## config.mk

```make
export PLATFORM = sky130hd
export DESIGN_NAME = uart_rx
export DESIGN_NICKNAME = d
export VERILOG_FILES = /design/src/rtl/uart_rx.sv
export SDC_FILE = /design/constraint.sdc
export NUM_CORES = 1
export LEC_CHECK = 0
export ABC_CLOCK_PERIOD_IN_PS = 3100
export BUFFER_PORTS_ARGS = -buffer_cell sky130_fd_sc_hd__buf_2
export CAP_MARGIN = 20
export CELL_PAD_IN_SITES_DETAIL_PLACEMENT = 1
export CELL_PAD_IN_SITES_GLOBAL_PLACEMENT = 2
export CORE_MARGIN = 8
export CORE_UTILIZATION = 38
export CTS_CLUSTER_DIAMETER = 50
export DETAILED_ROUTE_END_ITERATION = 12
export PLACE_DENSITY = 0.9
export SLEW_MARGIN = 25
export SYNTH_ARGS = -nofsm -noshare
export SYNTH_HDL_FRONTEND = slang
export SYNTH_SLANG_ARGS = --single-unit
export TNS_END_PERCENT = 30
```

## constraint.sdc

```tcl
create_clock -name clk -period 3.1 [get_ports clk]
set_clock_uncertainty 0.05 [all_clocks]
set_input_delay 0.93 -clock clk [delete_from_list [all_inputs] [get_ports clk]]
set_output_delay 0.93 -clock clk [all_outputs]
set_load 0.01 [all_outputs]
```

## src/rtl/uart_rx.sv

```systemverilog
// 8N1 serial receiver: 2-flop sync, 3-sample majority vote at mid-bit, and a
// single-entry holding register with valid / framing-error / overrun flags.
module uart_rx #(
  parameter int BIT_CLKS = 217
) (
  input  logic       clk,
  input  logic       reset,
  input  logic       rx,
  input  logic       rd_ack,
  output logic [7:0] data_out,
  output logic       valid,
  output logic       framing_err,
  output logic       overrun,
  output logic       busy
);
  localparam int CW = $clog2(BIT_CLKS);
  localparam logic [CW-1:0] HALF_C = CW'(BIT_CLKS / 2);
  localparam logic [CW-1:0] LAST_C = CW'(BIT_CLKS - 1);

  typedef enum logic [2:0] {S_IDLE, S_START, S_DATA, S_STOP, S_BRK} state_t;

  state_t          r_state;
  logic [1:0]      r_sync;
  logic [2:0]      r_hist;
  logic [CW-1:0]   r_cnt;
  logic [2:0]      r_bitn;
  logic [7:0]      r_sr;
  logic [7:0]      r_data;
  logic            r_valid;
  logic            r_ferr;
  logic            r_ovrn;

  logic w_rx_s, w_maj, w_load;

  assign w_rx_s = r_sync[1];
  assign w_maj  = (r_hist[0] & r_hist[1]) | (r_hist[0] & r_hist[2]) | (r_hist[1] & r_hist[2]);
  // The stop-bit sample is the only point where a byte enters the holding register.
  assign w_load = (r_state == S_STOP) && (r_cnt == LAST_C);

  always_ff @(posedge clk) begin
    if (reset) begin
      r_sync <= 2'b11;
      r_hist <= 3'b111;
    end else begin
      r_sync <= {r_sync[0], rx};
      r_hist <= {r_hist[1:0], w_rx_s};
    end
  end

  always_ff @(posedge clk) begin
    if (reset) begin
      r_state <= S_IDLE;
      r_cnt   <= '0;
      r_bitn  <= '0;
      r_sr    <= '0;
      r_data  <= '0;
      r_valid <= 1'b0;
      r_ferr  <= 1'b0;
      r_ovrn  <= 1'b0;
    end else begin
      case (r_state)
        S_IDLE: begin
          if (!w_rx_s) begin
            r_state <= S_START;
            r_cnt   <= '0;
          end
        end
        S_START: begin
          if (r_cnt == HALF_C) begin
            r_cnt <= '0;
            if (!w_maj) begin
              r_state <= S_DATA;
              r_bitn  <= '0;
            end else begin
              r_state <= S_IDLE;
            end
          end else begin
            r_cnt <= r_cnt + CW'(1);
          end
        end
        S_DATA: begin
          if (r_cnt == LAST_C) begin
            r_sr   <= {w_maj, r_sr[7:1]};
            r_cnt  <= '0;
            r_bitn <= r_bitn + 3'd1;
            if (r_bitn == 3'd7) r_state <= S_STOP;
          end else begin
            r_cnt <= r_cnt + CW'(1);
          end
        end
        S_STOP: begin
          if (r_cnt == LAST_C) begin
            r_cnt   <= '0;
            r_state <= w_maj ? S_IDLE : S_BRK;
          end else begin
            r_cnt <= r_cnt + CW'(1);
          end
        end
        S_BRK: begin
          // A held-low line must return high before another start is accepted.
          if (w_rx_s) r_state <= S_IDLE;
        end
        default: r_state <= S_IDLE;
      endcase

      if (w_load) begin
        if (!r_valid || rd_ack) begin
          r_data  <= r_sr;
          r_ferr  <= ~w_maj;
          r_valid <= 1'b1;
        end else begin
          r_ovrn <= 1'b1;
        end
      end else if (rd_ack && r_valid) begin
        r_valid <= 1'b0;
        r_ovrn  <= 1'b0;
      end
    end
  end

  assign data_out    = r_data;
  assign valid       = r_valid;
  assign framing_err = r_ferr;
  assign overrun     = r_ovrn;
  assign busy        = (r_state != S_IDLE);
endmodule

```

==> results.toml <==
[global_routing]
grt_pass1_vias = 1396
grt_start_max_net_pins = 44
antenna_found_initial = 0
grt-ovfl-total = 0
track_usage = 0.113
grt_first_pass_wirelength_um = 6680

[die]
die_x_um = 82.9
die_y_um = 82.9
fp-row-count = 24
core_mm2 = 0.00432
io_pins = 16
initial_utilization = 0.394
die_area_mm2 = 0.00687

[run_status]
status = "complete, no violations"

[synth]
syn_area_mm2 = 0.00170
synth_area_leaders = "dfxtp_1 (45%), mux2i_1 (10%), nor2_1 (6.2%)"
synth.most_common_cell = "dfxtp_1"
ys_warn_count = 0
async_flop_share = 0
synthCells = 188
ys_ff_latch = 38
synth_cell_types = 37
synth_nets = 196
synth.avg_cell_area_um2 = 9.05
synth_seq_area_share = 0.447
synth-main-ff-cell = "dfxtp_1"
synthTopCellsByCount = "dfxtp_1 (38), nor2_1 (28), mux2i_1 (17), a21oi_1 (11), o21ai_0 (8)"
synth-edff-count = 0
synth.top_cell.area_share = 0.447
synth_top_area_cell = "dfxtp_1"

[clock_tree]
clkLatencyLatePin_ns = 0.29
cts_tree = "built"
ctsResizeCount = 0
cts_setup_buffers = 0
htreeDepth = 2
clockBufferDepth = 2
clock_sinks = 38
cts_hold_buf = 0
cts_made_buffers = 5
clkSlewWorstSetupHoldPaths_ns = 0.08
cts_root_buf = "clkbuf_8"

[setup_path]
ff2ff_setup_slack_ns = 0.96
startpoint = "r_state[1]$_SDFFE_PP0P_"
end_kind = "output port"
reg2reg_from = "r_cnt[0]$_SDFFE_PP0P_"
reg2reg_to = "r_state[1]$_SDFFE_PP0P_"
arrival_ns = 1.22
critPathCapture = "busy"
worstSetupPathType = "reg2out"
critical_path.max_fanout = 10
rr_worst_depth = 6
cp-start-kind = "flip-flop"
crit_required_ns = 2.12

[timing]
worstMarginPinSlew_ns = 0.718
max_freq_mhz = 455
hold_viol_final = 0
finalCriticalPeriod_ns = 2.20
finalSetupViolCount = 0
setup_tns_ns = 0
finalMaxSlewViolations = 0
rsz0062_at_grt = "no"
period_share = 0.708
relSlewSlack = 0.521

[layout]
area_growth_pct = 12.1
drive_above_1_share = 0.182
diodes = 0
post-route-util = 0.441
fin_nets = 210

[power]
power_density_mw_per_mm2 = 457
p_leak_nw = 0.691
vdd_drop_max_mv = 0.212

[drt]
drtIter0Drc = 98
routed_wirelength_um = 4000
drtAntennaViolNets = 0
vias = 1394
drc = 0
wl_per_cell_um = 15.7
viasPerCell = 5.47
dr.pass1.iters = 4

[run]
maxCapViolCount = 0

[hold_path]
whs_path_depth = 1
hp-class = "reg2reg"

[placed_design]
gp_congestion = 0.850
portBuffers = 15
dp_hpwl_um = 2810
-- flip-flops by register name, indices dropped and copies added (netlist names) --
| name | cells |
|---|---|
| data_out | 8 |
| framing_err | 1 |
| overrun | 1 |
| r_bitn | 3 |
| r_cnt | 8 |
| r_hist | 3 |
| r_sr | 8 |
| r_state | 3 |
| r_sync | 2 |
| valid | 1 |
-- power breakdown --
group          internal (mW)  total, mW  switching, mW
sequential             0.491      0.493        0.00253
combinational        0.00807     0.0240         0.0159
clock                  0.179      0.355          0.176
total                  0.677      0.872          0.194
-- area by class of cell --
type                       count  area [um2]
fill                         527        2420
multi-input combinational    133         867
sequential                    38         761
timing repair buffer          18        97.6
clock buffer                   6        82.6
tap                           52        65.1
inverter                       6        22.5
clock inverter                 2        12.5
-- cells by family (layout without fill, tap and decap cells) --
group | Yosys count | after routing | share of synthesized area
flops | 38 | 38 | 0.447
simple gates | 73 | 73 | 0.229
mux | 17 | 17 | 0.100
fa+ha+maj | 5 | 5 | 0.0353
compound gates | 38 | 38 | 0.141
buf+inv | 17 | 32 | 0.0471
-- worst min path at each step --
| stage | start | endpoint |
|---|---|---|
| floorplan | r_sync[0]$_SDFF_PP1_ | r_sync[1]$_SDFF_PP1_ |
| global placement | r_sync[0]$_SDFF_PP1_ | r_sync[1]$_SDFF_PP1_ |
| detailed placement | r_sync[0]$_SDFF_PP1_ | r_sync[1]$_SDFF_PP1_ |
| CTS | r_sync[0]$_SDFF_PP1_ | r_sync[1]$_SDFF_PP1_ |
| global route | r_sync[0]$_SDFF_PP1_ | r_sync[1]$_SDFF_PP1_ |
| finish | r_sync[0]$_SDFF_PP1_ | r_sync[1]$_SDFF_PP1_ |
-- per-layer routing --
layer | part of all wire | global-route usage | up-vias | wire length (um)
met5 | 0 | 0 | - | 0
met3 | 0.034 | 0.0391 | 5 | 134
met1 | 0.46 | 0.131 | 688 | 1820
met4 | 0.012 | 0.0399 | 0 | 46
met2 | 0.50 | 0.189 | 14 | 1990
li1 | - | - | 687 | -
-- stage by stage --
stage / std cells / hold WS, ns / instance area, um2 / worst slack (ns) / power (mW)
finish: 255 / 0.368 / 1910 / 0.904 / 0.872
global placement: 247 / 0.345 / 1810 / 1.02 / 0.527
CTS: 255 / 0.372 / 1910 / 0.891 / 0.885
floorplan: 188 / 0.339 / 1700 / 1.26 / 0.521
detailed placement: 247 / 0.354 / 1810 / 0.893 / 0.529
global route: 255 / 0.378 / 1910 / 0.803 / 0.907
-- cell usage in the layout, fill, tap and decap left out, types with 2 or more instances in the layout --
master / count
nand3_1: 3
inv_1: 6
buf_2: 15
o21ai_0: 8
nand2b_1: 4
o221ai_1: 2
or3b_2: 2
or2_2: 6
a211oi_1: 3
a21oi_1: 11
clkbuf_8: 6
or3b_1: 2
nand2_1: 7
and4_1: 2
buf_4: 3
o22ai_1: 5
nand3b_1: 4
o21a_1: 2
or4_1: 2
and2_1: 3
ha_1: 4
nor3_1: 3
nor2_1: 28
a31oi_1: 2
mux2i_1: 17
nor2b_1: 3
dfxtp_1: 38
-- worst max-delay path, stage by stage (launching register included) --
cell	delay, ns
dfxtp_1	0.41
nor2_1	0.29
nand2_1	0.08
buf_2	0.14
(Power assumes the default switching activity.)
